<file path="src/rtl/if_stage_if.sv">
// Fetch-stage bundle: pipeline control into IF, instruction memory port, and the IF/ID register outputs.
interface if_stage_if;
    logic        stall;
    logic [2:0]  PCSrc;
    logic [25:0] jump_index;
    logic [31:0] jr_target;
    logic        branch_taken;
    logic [31:0] branch_target;
    logic [31:0] imem_addr;
    logic [31:0] imem_data;
    logic [31:0] id_instr;
    logic [31:0] id_pc;
    logic [31:0] id_pc_plus4;
    logic        id_valid;
    logic        Supervised;

    modport master (
        output stall, PCSrc, jump_index, jr_target, branch_taken, branch_target, imem_data,
        input  imem_addr, id_instr, id_pc, id_pc_plus4, id_valid, Supervised
    );

    modport slave (
        input  stall, PCSrc, jump_index, jr_target, branch_taken, branch_target, imem_data,
        output imem_addr, id_instr, id_pc, id_pc_plus4, id_valid, Supervised
    );
endinterface

</file>
<file path="src/rtl/if_stage.sv">
// Instruction fetch stage: PC register, next-PC selection and the IF/ID pipeline register.
module if_stage #(
    parameter logic [31:0] RESET_PC = 32'h80000000,
    parameter logic [31:0] ILLOP    = 32'h80000004,
    parameter logic [31:0] XADR     = 32'h80000008
) (
    input  logic      clk,
    input  logic      reset,
    if_stage_if.slave bus
);
    localparam logic [31:0] RESET_PC_PLUS4 = {RESET_PC[31], RESET_PC[30:0] + 31'd4};

    logic [31:0] pc;
    logic [31:0] pc_plus4;
    logic [31:0] pc_next;
    logic [31:0] jump_target;
    logic [2:0]  src;
    logic        redirect;

    logic [31:0] id_instr_q;
    logic [31:0] id_pc_q;
    logic [31:0] id_pc_plus4_q;
    logic        id_valid_q;

    // The supervisor bit is sticky across sequential fetch; only redirects can change it.
    assign pc_plus4    = {pc[31], pc[30:0] + 31'd4};
    assign jump_target = {id_pc_plus4_q[31:28], bus.jump_index, 2'b00};

    // A bubble in ID carries no decoded redirect, except an IRQ which must not be lost.
    always_comb begin
        src = bus.PCSrc;
        if (src > 3'd4) begin
            src = 3'd0;
        end
        if (!id_valid_q && (src != 3'd3)) begin
            src = 3'd0;
        end
    end

    assign redirect = bus.branch_taken || (!bus.stall && (src != 3'd0));

    always_comb begin
        pc_next = pc_plus4;
        if (bus.branch_taken) begin
            pc_next = bus.branch_target;
        end else if (bus.stall) begin
            pc_next = pc;
        end else begin
            case (src)
                3'd1:    pc_next = jump_target;
                3'd2:    pc_next = bus.jr_target;
                3'd3:    pc_next = ILLOP;
                3'd4:    pc_next = XADR;
                default: pc_next = pc_plus4;
            endcase
        end
    end

    always_ff @(posedge clk or posedge reset) begin
        if (reset) begin
            pc <= RESET_PC;
        end else begin
            pc <= pc_next;
        end
    end

    // On a redirect the in-flight fetch is squashed; id_pc keeps the last real instruction's PC.
    always_ff @(posedge clk or posedge reset) begin
        if (reset) begin
            id_instr_q    <= 32'd0;
            id_pc_q       <= RESET_PC;
            id_pc_plus4_q <= RESET_PC_PLUS4;
            id_valid_q    <= 1'b0;
        end else if (redirect) begin
            id_instr_q <= 32'd0;
            id_valid_q <= 1'b0;
        end else if (!bus.stall) begin
            id_instr_q    <= bus.imem_data;
            id_pc_q       <= pc;
            id_pc_plus4_q <= pc_plus4;
            id_valid_q    <= 1'b1;
        end
    end

    assign bus.imem_addr   = pc;
    assign bus.id_instr    = id_instr_q;
    assign bus.id_pc       = id_pc_q;
    assign bus.id_pc_plus4 = id_pc_plus4_q;
    assign bus.id_valid    = id_valid_q;
    assign bus.Supervised  = id_pc_q[31];
endmodule

</file>
<file path="src/flat_wrapper.sv">
// flat-port wrapper written by rule: the top's interface ports become plain ports
module if_stage_flat 
#(
    parameter logic [31:0] RESET_PC = 32'h80000000,
    parameter logic [31:0] ILLOP    = 32'h80000004,
    parameter logic [31:0] XADR     = 32'h80000008
)
  (clk, reset, bus_stall, bus_PCSrc, bus_jump_index, bus_jr_target, bus_branch_taken, bus_branch_target, bus_imem_data, bus_imem_addr, bus_id_instr, bus_id_pc, bus_id_pc_plus4, bus_id_valid, bus_Supervised);
  if_stage_if bus_i ();
  input  logic clk;
  input  logic reset;
  input wire logic [$bits(bus_i.stall)-1:0] bus_stall;
  input wire logic [$bits(bus_i.PCSrc)-1:0] bus_PCSrc;
  input wire logic [$bits(bus_i.jump_index)-1:0] bus_jump_index;
  input wire logic [$bits(bus_i.jr_target)-1:0] bus_jr_target;
  input wire logic [$bits(bus_i.branch_taken)-1:0] bus_branch_taken;
  input wire logic [$bits(bus_i.branch_target)-1:0] bus_branch_target;
  input wire logic [$bits(bus_i.imem_data)-1:0] bus_imem_data;
  output wire logic [$bits(bus_i.imem_addr)-1:0] bus_imem_addr;
  output wire logic [$bits(bus_i.id_instr)-1:0] bus_id_instr;
  output wire logic [$bits(bus_i.id_pc)-1:0] bus_id_pc;
  output wire logic [$bits(bus_i.id_pc_plus4)-1:0] bus_id_pc_plus4;
  output wire logic [$bits(bus_i.id_valid)-1:0] bus_id_valid;
  output wire logic [$bits(bus_i.Supervised)-1:0] bus_Supervised;
  assign bus_i.stall = bus_stall;
  assign bus_i.PCSrc = bus_PCSrc;
  assign bus_i.jump_index = bus_jump_index;
  assign bus_i.jr_target = bus_jr_target;
  assign bus_i.branch_taken = bus_branch_taken;
  assign bus_i.branch_target = bus_branch_target;
  assign bus_i.imem_data = bus_imem_data;
  assign bus_imem_addr = bus_i.imem_addr;
  assign bus_id_instr = bus_i.id_instr;
  assign bus_id_pc = bus_i.id_pc;
  assign bus_id_pc_plus4 = bus_i.id_pc_plus4;
  assign bus_id_valid = bus_i.id_valid;
  assign bus_Supervised = bus_i.Supervised;
  if_stage #(.RESET_PC(RESET_PC), .ILLOP(ILLOP), .XADR(XADR)) u_core (.clk(clk), .reset(reset), .bus(bus_i));
endmodule
</file>
<file path="config.mk">
export PLATFORM = sky130hd
export DESIGN_NAME = if_stage_flat
export DESIGN_NICKNAME = d
export VERILOG_FILES = /design/src/rtl/if_stage_if.sv /design/src/rtl/if_stage.sv /design/src/flat_wrapper.sv
export SDC_FILE = /design/constraint.sdc
export NUM_CORES = 1
export LEC_CHECK = 0
export CAP_MARGIN = 20
export CELL_PAD_IN_SITES_DETAIL_PLACEMENT = 1
export CELL_PAD_IN_SITES_GLOBAL_PLACEMENT = 1
export CORE_ASPECT_RATIO = 0.8
export CORE_MARGIN = 2
export CORE_UTILIZATION = 34
export DETAILED_ROUTE_END_ITERATION = 7
export PLACE_DENSITY_LB_ADDON = 0.1
export SLEW_MARGIN = 10
export SYNTH_ARGS = -nofsm -noshare
export SYNTH_HDL_FRONTEND = slang
export SYNTH_SLANG_ARGS = --single-unit
export TNS_END_PERCENT = 30
</file>
<file path="constraint.sdc">
create_clock -name clk -period 8.25 [get_ports clk]
set_input_delay 0.825 -clock clk [delete_from_list [all_inputs] [get_ports clk]]
set_output_delay 0.825 -clock clk [all_outputs]
set_load 0.05 [all_outputs]
</file>
# Word level (Yosys, flattened, before mapping)

Index checks and enable logic that the tools add are counted.

Flip-flop bits (word level): 129
Logic and storage cells: 35

Multiplexer cells: 9
Bitwise logic cells: 2
Reductions and logical operators: 9
Order comparisons: 1
Add/subtract/negate cells: 1
Eq/ne operators: 7

Operators by type and width:

| kind                                                  | count |
|---|---|
| two-way mux 32 bit                                    | 4 |
| case mux 32 bit (4 select lines)                      | 1 |
| adder 31 x 3 -> 31 bit, second input constant         | 1 |
| equality test 3 x 2 -> 1 bit, second input constant   | 2 |
| two-way mux 3 bit                                     | 2 |
| nonzero test 5 bit                                    | 1 |
| inequality test 2 x 1 -> 1 bit, second input constant | 2 |
| AND reduction 2 bit                                   | 2 |
| equality test 3 x 1 -> 1 bit, second input constant   | 1 |
| equality test 3 bit, second input constant            | 1 |
| > comparator 3 bit, second input constant             | 1 |
| inequality test 3 x 2 -> 1 bit, second input constant | 1 |
| nonzero test 3 bit                                    | 1 |
| logical AND 1 bit                                     | 2 |
| zero test 1 bit                                       | 2 |
| two-way mux 1 bit                                     | 2 |
| inverter 1 bit                                        | 2 |
| logical OR 1 bit                                      | 1 |

# Logic depth before layout (Yosys ltp)

Gate-level depths: netlist of the first run.

Depth after elaboration: 10
Gate-level depth with buffers: 8
Gate-level depth less buffers: 6

# Worst setup path after synthesis of the first run

Ideal clock, no wire load.

Kind: register to register
Start point: register u_core.pc[2] (netlist: u_core.bus.imem_addr[2])
End point: register u_core.pc[16] (netlist: u_core.bus.imem_addr[16])
Arrival: 2.047 ns
Clock period less this slack: 2.173 ns
Stages on the path, launching flop included: 7
Path buffers: 0
Slack: 6.077 ns
Cell sequence: dfrtp_1 ha_1 nand3_1 nor4_1 xnor2_1 o21ai_0 a221o_1

Longest elaborated chain between the ends: 4

RTL lines:

| what                             | line           | source |
|---|---|---|
| from (decl)                      | if_stage.sv:13 | `logic [31:0] pc;` |
| from (signal assigned)           | if_stage.sv:63 | `pc <= pc_next;` |
| adder 31 x 3 -> 31 bit           | if_stage.sv:26 | `assign pc_plus4 = {pc[31], pc[30:0] + 31'd4};` |
| case mux 32 bit (4 select lines) | if_stage.sv:49 | `case (src)` |
| two-way mux 32 bit               | if_stage.sv:46 | `end else if (bus.stall) begin` |
| two-way mux 32 bit               | if_stage.sv:44 | `if (bus.branch_taken) begin` |

No other way between the ends. The select of a mux whose other input is x is not followed.
A chain may end at the register's enable or synchronous reset.

# Worst setup path after layout of the first run

Start point: input bus_PCSrc[0]
End point: register u_core.id_instr_q[10] (netlist: u_core.bus.id_instr[10])

Longest elaborated chain between the ends: 9
Elaborated cells between the ends (all ways): 10
Those cells by class: 1 x order compare; 2 x eq/ne; 3 x mux; 4 x reduce/logical

RTL lines:

| what                                                                           | line               | source |
|---|---|---|
| from (decl)                                                                    | flat_wrapper.sv:13 | `input wire logic [$bits(bus_i.PCSrc)-1:0] bus_PCSrc;` |
| > comparator 3 bit                                                             | if_stage.sv:32     | `if (src > 3'd4) begin` |
| two-way mux 3 bit *                                                            | if_stage.sv:32     |  |
| inequality test 3 x 2 -> 1 bit                                                 | if_stage.sv:35     | `if (!id_valid_q && (src != 3'd3)) begin` |
| logical AND 1 bit                                                              | if_stage.sv:35     |  |
| two-way mux 3 bit *                                                            | if_stage.sv:35     |  |
| nonzero test 3 bit *                                                           | if_stage.sv:40     | `assign redirect = bus.branch_taken \|\| (!bus.stall && (src != 3'd0));` |
| logical AND 1 bit *                                                            | if_stage.sv:40     |  |
| logical OR 1 bit *                                                             | if_stage.sv:40     |  |
| inequality test 2 x 1 -> 1 bit (no line) or two-way mux 32 bit (tied branches) | n/a                |  |
| to (signal assigned)                                                           | if_stage.sv:78     | `id_instr_q <= bus.imem_data;` |
| to (decl)                                                                      | if_stage.sv:20     | `logic [31:0] id_instr_q;` |

Mark *: on every way between the ends. The rest lies on a longest branch, timed or not.

==> results of run 1 <==
critical path, cell delays in order:
cell             delay (ns)
clkdlybuf4s50_1        0.70
maj3_2                 0.47
a21o_1                 0.38
nor2_4                 0.34
buf_4                  0.56
a22o_1                 0.26
registers in the layout, indices dropped and copies added (netlist names):
signal / cells
u_core.bus.id_pc_plus4: 32
u_core.bus.id_pc: 29
u_core.bus.id_valid: 1
u_core.bus.id_instr: 32
u_core.bus.imem_addr: 32
cell usage in the layout (no fill, tap or decap), types with 11 or more instances in the layout:
| cell type | n |
|---|---|
| xor2_1 | 16 |
| xnor2_1 | 11 |
| a21oi_1 | 22 |
| nand2_1 | 145 |
| nor2_1 | 19 |
| o21ai_0 | 48 |
| a221oi_1 | 11 |
| dfrtp_1 | 123 |
| clkbuf_16 | 17 |
| and3_1 | 19 |
| a22o_1 | 37 |
| nand3_1 | 15 |
| clkdlybuf4s50_1 | 257 |
how the worst min path moves through the flow:
| stage | endpoint | slack, ns | depth (start not counted) |
|---|---|---|---|
| 3_5_place_dp | u_core.bus.id_pc[19] | 0.47 | 2 |
| 6_report | u_core.bus.id_pc[19] | 0.48 | 2 |
| 3_3_place_gp | u_core.bus.id_pc_plus4[31] | 0.45 | 2 |
| 2_1_floorplan | u_core.bus.id_pc_plus4[31] | 0.44 | 2 |
| 5_1_grt | u_core.bus.id_pc[16] | 0.51 | 2 |
| 4_1_cts | u_core.bus.id_pc_plus4[31] | 0.48 | 2 |
logic make-up (layout without fill, tap and decap cells):
| kind of cell | after synthesis | in the layout |
|---|---|---|
| adder cells (fa/ha/maj) | 2 | 2 |
| other | 0 | 1 |
| flip-flops | 126 | 126 |
| XOR/XNOR | 27 | 27 |
| AND/OR/NAND/NOR | 244 | 244 |
| multiplexers | 2 | 2 |
| AO/OA/AOI/OAI | 179 | 179 |
| buffers and inverters | 67 | 309 |
routing by layer:
layer | share of wire [%] | up-vias | track usage, % | wire [microns]
li1 | - | 2771 | - | -
met5 | 0 | - | 0 | 0
met4 | 1.3 | 0 | 6.10 | 302
met2 | 47 | 192 | 40.1 | 11200
met1 | 45 | 3065 | 33.8 | 10600
met3 | 6.3 | 22 | 5.18 | 1480
metrics by stage:
stage                     cell area [sq um]  std cells  power, mW
after floorplan                        6200        647       1.28
after global placement                 8870       1086       1.58
after detailed placement               8870       1086       1.60
after CTS                              9510       1118       2.42
after global routing                   9540       1119       2.49
final                                  9540       1120       2.41
area by class of cell:
cell class	instances	area, sq um
fill	1983	8460
sequential	126	3160
multi-input combinational	454	2750
timing repair buffer	266	2660
clock buffer	20	457
tap	230	288
clock inverter	12	183
inverter	11	46.3
antenna	1	2.50
power groups by stage:
stage | registers, mW | logic, mW | clock network, mW
floorplan | 1.08 | 0.194 | 0
global placement | 0.801 | 0.782 | 0
detailed placement | 0.807 | 0.792 | 0
CTS | 0.799 | 0.795 | 0.823
global route | 0.811 | 0.830 | 0.852
finish | 0.799 | 0.790 | 0.816
==> impl_metrics.csv, run 1 <==
group,metric,value,unit
status,outcome,"complete, no violations",
timing,fin_crit_sh,38.9,%
synthesis,synth-adder-area-share,0.383,%
power_and_ir_drop,p_seq_share,33.2,%
synthesis,synth_top_family_by_area,"compound AO/OA/AOI/OAI gates",
floorplan,num_rows,44,
synthesis,syn_area,0.00620,sq mm
synthesis,yosysWarningCount,0,
clock_tree,clock_sinks,126,
timing,hold_ws,0.478,ns
timing,worstMarginPinSlew,1.01,ns
place,dp_hpwl,16.8,mm
clock_tree,cts_setup_buffers,0,
clock_tree,insertion_delay,0.42,ns
routing,wl,23.6,mm
routing,drt-initial-drc-count,356,
synthesis,ys_ff_latch,126,
timing,relSlewSlack,32.5,%
synthesis,yosysTopAreaCellShare,49.6,%
timing,rsz0062_at_grt,"false",
place,io_buffers,258,
power_and_ir_drop,combPwrFrac,32.9,%
global_routing,grt_usage,24.7,%
global_routing,grt_first_pass_wirelength,37.2,mm
routing,drc,0,
clock_tree,cts_tree,"yes",
timing,fmax,0.312,GHz
synthesis,synth_compound_area_share,20.4,%
synthesis,synth_area_leaders,"dfrtp_1 (50%), nand2_1 (8.8%), a22o_1 (5.2%)",
floorplan,dieArea,0.0193,sq mm
floorplan,io_pins,259,
power_and_ir_drop,pwr_density_cell,252,mW/mm^2
timing,slew_viol_final,0,
final_layout,final_layout_size_suffix_gt1_share,7.54,%
clock_tree,holdBufCountCts,0,
routing,vias,6050,
synthesis,async_flop_share,100,%
hold_path,min-delay-start,"u_core.bus.id_pc[19]",
synthesis,yosys-top-cells-count,"nand2_1 (146), dfrtp_1 (123), o21ai_0 (48)",
timing,setup_viol,0,
worst_setup_path,r2r_cells,5,
worst_setup_path,required,8.60,ns
synthesis,synth_xor_area_share,3.81,%
place,gp_congestion,0.840,
global_routing,grt_overflow,0,
floorplan,dieHeight,125,microns
synthesis,synth_edf_count,0,
synthesis,syn_area_per_cell,9.58,sq um
floorplan,die_w,155,microns
final_layout,fin_util,53.0,%
worst_setup_path,start_kind,"primary input",
clock_tree,numCtsBuffers,17,
clock_tree,clk_root_buffer_cell,"clkbuf_16",
worst_setup_path,endpoint_kind,"register",
power_and_ir_drop,pwr-share-clk,33.9,%
worst_setup_path,reg2reg_setup_slack,5.74,ns
hold_path,hold_class,"register to register",
routing,vias_per_cell,5.40,
power_and_ir_drop,switching_share,37.2,%
worst_setup_path,crit_fanout,53,
synthesis,syn_nets,777,
clock_tree,htree_num_levels,4,
synthesis,synth_most_common_cell,"nand2_1",
routing,firstDrtPassIters,4,
synthesis,postSynthCellCount,647,
global_routing,grt_pass1_vias,6477,
worst_setup_path,crit_type,"primary input to register",
timing,post-route-min-period,3.21,ns
final_layout,syn_to_final_growth,53.9,%
worst_setup_path,r2r-end,"u_core.bus.id_instr[10]",
synthesis,synth_area_leader_cell,"dfrtp_1",
timing,hold_violations,0,
synthesis,ys_seq_area_share,50.9,%
power_and_ir_drop,p_leak,4.04,nW
global_routing,grt_antenna_before_repair,1,
synthesis,synth_ff_type,"dfrtp_1",
synthesis,synth.area.mux_share,0.323,%
floorplan,coreArea,0.0180,sq mm
floorplan,start_util,34.4,%
synthesis,yosys.area_share.simple,19.0,%
routing,wl_per_cell,21.1,microns
place,place_ws,4.61,ns
timing,fin_skew,0.00910,ns
clock_tree,clock_path_buffers,2,
clock_tree,cts_resized,0,
power_and_ir_drop,switching_power,0.896,mW
clock_tree,cts.clk_slew.worst_paths,0.06,ns
worst_setup_path,crit_end,"u_core.bus.id_instr[10]",
worst_setup_path,crit_arrival,3.56,ns
global_routing,grt_max_degree,108,
final_layout,nets,1006,
power_and_ir_drop,p_int,1.51,mW
run,cap_violations,0,
worst_setup_path,rr_startpoint,"u_core.bus.id_valid",
timing,setup_tns,0,ns
worst_setup_path,worstSetupStartpoint,"bus_PCSrc[0]",
timing,setup_slack,5.04,ns
synthesis,synthDistinctLibCells,64,
routing,drtAntennaViolNets,0,
power_and_ir_drop,irDropWorstVdd,0.126,mV
Note: power is estimated with default switching activity, not from simulation.
==> inputs of run 2 (changes only) <==
--- a/config.mk
+++ b/config.mk
@@ -10,7 +10,7 @@
 export CELL_PAD_IN_SITES_GLOBAL_PLACEMENT = 1
 export CORE_ASPECT_RATIO = 0.8
 export CORE_MARGIN = 2
-export CORE_UTILIZATION = 34
+export CORE_UTILIZATION = 29
 export DETAILED_ROUTE_END_ITERATION = 7
 export PLACE_DENSITY_LB_ADDON = 0.1
 export SLEW_MARGIN = 10
==> constraint.sdc (replaced) <==
create_clock -name clk -period 2.8 [get_ports clk]
set_input_delay 0.28 -clock clk [delete_from_list [all_inputs] [get_ports clk]]
set_output_delay 0.28 -clock clk [all_outputs]
set_load 0.05 [all_outputs]
==> run 2 against run 1 <==
  * The run now ends with design-rule violations left
  * First-iteration DRC count up 8.1%
  * Combinational power rose to 3.0 times the previous value
  * Register-to-register slack worse by 5.1 ns
  * Clock-buffer cell count down 3
  * Clock power rose to 2.6 times the previous value
  * Sequential share of layout area down 0.43 points
  * Power rose to 2.8 times the previous value
  * Critical path type unchanged
  * Critical endpoint is now u_core.bus.imem_addr[9]
  * Largest cell class unchanged
  * Largest power group is now combinational cells
  * Highest routed layer is now met5
==> impl_metrics.csv, run 2 (same netlist as run 1, synthesis figures left out) <==
group,metric,value,unit
routing,drc,11,
floorplan,io_pins,259,
routing,wl_per_cell,20.8,microns
final_layout,syn_to_final_growth,55.9,%
power_and_ir_drop,pwr_density_cell,707,mW/mm^2
clock_tree,clock_path_buffers,2,
clock_tree,clock_sinks,126,
place,place_ws,0.231,ns
routing,vias_per_cell,5.11,
global_routing,grt_pass1_vias,6604,
clock_tree,cts.clk_slew.worst_paths,0.05,ns
timing,fin_crit_sh,78.1,%
clock_tree,numCtsBuffers,17,
timing,post-route-min-period,2.19,ns
status,outcome,"finished with violations",
worst_setup_path,r2r-end,"u_core.bus.imem_addr[16]",
routing,met2WireLength,11.4,mm
floorplan,die_w,167,microns
worst_setup_path,crit_type,"primary input to register",
global_routing,grt_usage,22.3,%
worst_setup_path,endpoint_kind,"register",
routing,drt-met1-wl,11.2,mm
run,cap_violations,0,
clock_tree,clk_root_buffer_cell,"clkbuf_16",
worst_setup_path,rr_startpoint,"u_core.bus.imem_addr[2]",
hold_path,hold_class,"primary input to register",
timing,hold_violations,0,
timing,setup_slack,0.613,ns
worst_setup_path,crit_arrival,2.52,ns
timing,setup_tns,0,ns
clock_tree,cts_setup_buffers,0,
global_routing,grt_antenna_before_repair,2,
floorplan,dieHeight,135,microns
timing,fmax,0.457,GHz
final_layout,final_layout_size_suffix_gt1_share,9.18,%
clock_tree,insertion_delay,0.42,ns
final_layout,nets,1021,
timing,fin_skew,0.00972,ns
floorplan,num_rows,47,
routing,vias,6002,
power_and_ir_drop,p_leak,4.09,nW
routing,wl_met3,1.55,mm
routing,highest_layer,"met5",
timing,setup_viol,0,
status,violations,"design-rule violations",
routing,firstDrtPassIters,7,
place,io_buffers,258,
hold_path,hold_depth,3,
power_and_ir_drop,irDropWorstVdd,0.361,mV
hold_path,min-delay-start,"bus_branch_taken",
worst_setup_path,r2r_cells,6,
power_and_ir_drop,power,6.84,mW
hold_path,hold_path_end,"u_core.bus.imem_addr[14]",
timing,relSlewSlack,50.8,%
place,placed_cell_area,0.00910,sq mm
routing,drtAntennaViolNets,0,
worst_setup_path,crit_fanout,12,
global_routing,grt_first_pass_wirelength,38.8,mm
place,gp_congestion,0.826,
global_routing,grt_overflow,0,
timing,rsz0062_at_grt,"false",
worst_setup_path,start_kind,"primary input",
final_layout,design_area,0.00967,sq mm
global_routing,grt_max_degree,127,
clock_tree,htree_num_levels,4,
clock_tree,cts_tree,"yes",
timing,worstMarginPinSlew,0.738,ns
routing,wl,24.4,mm
final_layout,final_cell_mix,"clkdlybuf4s50_1 (257), nand2_1 (145), dfrtp_1 (123), o21ai_0 (48), a22o_1 (37)",
clock_tree,cts_resized,0,
worst_setup_path,reg2reg_setup_slack,0.62,ns
floorplan,dieArea,0.0226,sq mm
worst_setup_path,required,3.13,ns
clock_tree,holdBufCountCts,0,
timing,slew_viol_final,0,
place,dp_hpwl,17.8,mm
final_layout,layout_commonest_cell,"clkdlybuf4s50_1",
routing,drt-initial-drc-count,385,
floorplan,coreArea,0.0208,sq mm
floorplan,start_util,29.8,%
[run 2: metrics by stage]
step           instances  hold WS (ns)  utilization (%)
2_1_floorplan        647         0.396                -
3_3_place_gp        1141         0.460             43.7
3_5_place_dp        1141         0.463             43.7
4_1_cts             1173         0.310             46.4
5_1_grt             1174         0.367             46.4
6_report            1174         0.323             46.4
[run 2: area by class of cell]
type | instances | area [sq um]
well taps | 269 | 337
fillers | 2337 | 11100
flip-flops and latches | 126 | 3160
multi-input cells | 454 | 2750
clock inverters | 15 | 138
diodes | 1 | 2.50
clock buffers | 17 | 425
inverters | 11 | 45.0
repair buffers | 281 | 2810
[run 2: where the power goes]
group | leakage [nW] | switching, mW | internal, mW | total, mW
registers | 1.59 | 0.252 | 2.09 | 2.34
clock network | 0.270 | 0.900 | 1.23 | 2.13
logic | 2.23 | 1.53 | 0.842 | 2.37
[run 2: routing by layer]
| metal | track usage (%) | up-vias |
|---|---|---|
| li1 | - | 2808 |
| met3 | 6.04 | 21 |
| met4 | 6.23 | 2 |
| met5 | 0 | - |
| met1 | 29.6 | 2973 |
| met2 | 36.1 | 198 |
[run 2: worst max path at each step]
stage | startpoint | endpoint | slack, ns | cells past startpoint
CTS | u_core.bus.imem_addr[15] | bus_imem_addr[15] | 0.60 | 1
floorplan | u_core.bus.imem_addr[2] | u_core.bus.imem_addr[16] | 0.63 | 6
global route | bus_PCSrc[2] | u_core.bus.imem_addr[21] | 0.43 | 6
finish | bus_PCSrc[2] | u_core.bus.imem_addr[9] | 0.61 | 7
global placement | bus_PCSrc[2] | u_core.bus.imem_addr[9] | 0.32 | 6
detailed placement | bus_PCSrc[2] | u_core.bus.id_instr[4] | 0.23 | 6
[run 2: critical path: stages]
cell and delay [ns]:
clkdlybuf4s50_1 0.77, inv_1 0.24, a21oi_2 0.42, buf_4 0.25, a211oi_1 0.05, or3_1 0.36, a31oi_1 0.14
==> inputs of run 3 (changes only) <==
--- a/config.mk
+++ b/config.mk
@@ -10,7 +10,7 @@
 export CELL_PAD_IN_SITES_GLOBAL_PLACEMENT = 1
 export CORE_ASPECT_RATIO = 0.8
 export CORE_MARGIN = 2
-export CORE_UTILIZATION = 29
+export CORE_UTILIZATION = 32
 export DETAILED_ROUTE_END_ITERATION = 7
 export PLACE_DENSITY_LB_ADDON = 0.1
 export SLEW_MARGIN = 10
==> constraint.sdc (replaced) <==
create_clock -name clk -period 2.1 [get_ports clk]
set_input_delay 0.21 -clock clk [delete_from_list [all_inputs] [get_ports clk]]
set_output_delay 0.21 -clock clk [all_outputs]
set_load 0.05 [all_outputs]
==> run 3 against run 2 <==
  * The flow now finishes without violations
  * Sequential power up 31%
  * Cell area up 3.3%
  * Core utilization grew 6.2 points
  * Die area down 9.1%
  * Critical path type is now register to primary output
  * Clock power rose by 42%
  * Clock skew about the same
  * Worst hold slack better by 0.0049 ns
  * Via count up 3.0%
  * Highest routed layer is now met4
  * Wire length is 0.61% higher
  * Combinational power increased by 40%
  * First-iteration DRC count fell by 2.9%
  * Flip-flop and latch count unchanged
==> impl_metrics.csv, run 3 (same netlist as run 1, synthesis figures left out) <==
group,metric,value,unit
worst_setup_path,max_stage_delay,0.80,ns
clock_tree,clock_path_buffers,2,
worst_setup_path,endpoint_kind,"primary output",
clock_tree,clk_root_buffer_cell,"clkbuf_16",
place,dp_hpwl,18.4,mm
worst_setup_path,crit_arrival,1.84,ns
floorplan,dieArea,0.0205,sq mm
floorplan,coreArea,0.0190,sq mm
global_routing,grt_first_pass_wirelength,38.5,mm
power_and_ir_drop,p_leak,4.31,nW
hold_path,hold_class,"primary input to async pin",
clock_tree,clock_sinks,126,
routing,drt-initial-drc-count,374,
floorplan,start_util,32.7,%
worst_setup_path,crit_chain,"buf_4 > clkdlybuf4s50_1",
timing,setup_tns,0,ns
clock_tree,htree_num_levels,4,
clock_tree,insertion_delay,0.42,ns
clock_tree,holdBufCountCts,0,
global_routing,grt_usage,24.2,%
clock_tree,cts_tree,"yes",
worst_setup_path,critPathTopFamily,"buffers and inverters",
clock_tree,cts.clk_slew.worst_paths,0.06,ns
global_routing,grt_pass1_vias,6566,
timing,post-route-min-period,2.05,ns
worst_setup_path,required,1.89,ns
floorplan,dieHeight,129,microns
final_layout,syn_to_final_growth,61.1,%
worst_setup_path,crit_fanout,4,
routing,firstDrtPassIters,4,
worst_setup_path,slowest_stage,"clkdlybuf4s50_1",
floorplan,io_pins,259,
worst_setup_path,crit_buf_inv,2,
final_layout,final_cell_mix,"clkdlybuf4s50_1 (253), nand2_1 (145), dfrtp_1 (123), buf_4 (59), o21ai_0 (48)",
global_routing,grt_max_degree,127,
final_layout,fin_cells,1202,
final_layout,design_area,0.00999,sq mm
timing,rsz0062_at_grt,"false",
routing,wl_per_cell,20.4,microns
global_routing,grt_overflow,0,
place,io_buffers,258,
routing,vias,6185,
timing,setup_slack,0.0523,ns
worst_setup_path,worstSetupStartpoint,"u_core.bus.imem_addr[11]",
place,place_ws,-0.172,ns
clock_tree,cts_setup_buffers,0,
worst_setup_path,start_kind,"register",
final_layout,fin_util,52.6,%
power_and_ir_drop,irDropWorstVdd,0.499,mV
timing,hold_violations,0,
worst_setup_path,crit_type,"register to primary output",
routing,drtAntennaViolNets,0,
status,outcome,"complete, no violations",
floorplan,die_w,160,microns
place,dp_cells,1170,
final_layout,layout_commonest_cell,"clkdlybuf4s50_1",
timing,fin_crit_sh,97.5,%
clock_tree,numCtsBuffers,17,
power_and_ir_drop,power,9.40,mW
run,cap_violations,0,
place,gp_congestion,0.841,
final_layout,final_layout_size_suffix_gt1_share,13.0,%
routing,vias_per_cell,5.15,
timing,setup_viol,0,
timing,worstMarginPinSlew,0.716,ns
place,placed_cell_area,0.00939,sq mm
global_routing,grt_antenna_before_repair,0,
final_layout,nets,1061,
power_and_ir_drop,pwr_density_cell,941,mW/mm^2
routing,drc,0,
routing,wl,24.6,mm
timing,fin_skew,0.0100,ns
timing,slew_viol_final,0,
timing,hold_ws,0.328,ns
timing,relSlewSlack,52.3,%
timing,fmax,0.488,GHz
worst_setup_path,rr_startpoint,"u_core.bus.id_valid",
final_layout,n_antenna_cell,0,
floorplan,num_rows,45,
[run 3: changes by cell type in the layout (fill, tap and decap cells not counted)]
cell / delta
clkinvlp_4: +1
clkdlybuf4s50_1: -4
dlymetal6s2s_1: +1
clkbuf_8: +3
clkbuf_1: +1
clkinv_2: -2
bufinv_16: +1
buf_4: +41
diode_2: -1
dlygate4sd2_1: +2
inv_6: -1
clkinv_4: -3
[run 3: layer usage]
metal,part of all wire [%],GRT usage [%],up-vias
met5,0,0,-
met4,1.2,6.58,0
met3,5.4,5.03,22
met2,45,36.8,191
met1,48,35.0,3092
li1,-,-,2880
[run 3: worst paths after layout]
path                                         endpoint  slack, ns  cells past startpoint
min in group clk             u_core.bus.imem_addr[20]       0.34                      4
max in group asynchronous  u_core.bus.id_pc_plus4[10]       1.20                      3
hold / removal                 u_core.bus.id_instr[6]       0.33                      3
hold reg to reg            u_core.bus.id_pc_plus4[31]       0.47                      2
setup / recovery                    bus_imem_addr[11]       0.05                      2
setup reg to reg             u_core.bus.imem_addr[15]       0.10                      7
[run 3: what timing repair did]
action | in CTS | in global routing
resized for setup | 2 | 1
endpoints found under the setup margin | 2 | 1
pin swaps | 0 | 0
endpoints found under the hold margin | 0 | 0
cloned | 0 | 0
[run 3: worst register-to-register path, stage by stage, from the launching register on]
cell	delay, ns
dfrtp_1	0.47
maj3_2	0.36
a21oi_2	0.29
buf_4	0.19
nand2_4	0.07
buf_4	0.24
o221ai_1	0.12
a32oi_1	0.12
[run 3: final cells by class]
class	instances	area [sq um]
multi-input cells	454	2750
clock inverters	11	130
flip-flops and latches	126	3160
clock buffers	21	470
fillers	2121	8990
repair buffers	321	3110
well taps	258	323
inverters	11	45.0
[run 3: report_power, final]
group,leakage [nW],internal (mW),switching [mW]
clock,0.283,1.85,1.16
sequential,1.59,2.78,0.274
combinational,2.44,1.20,2.13
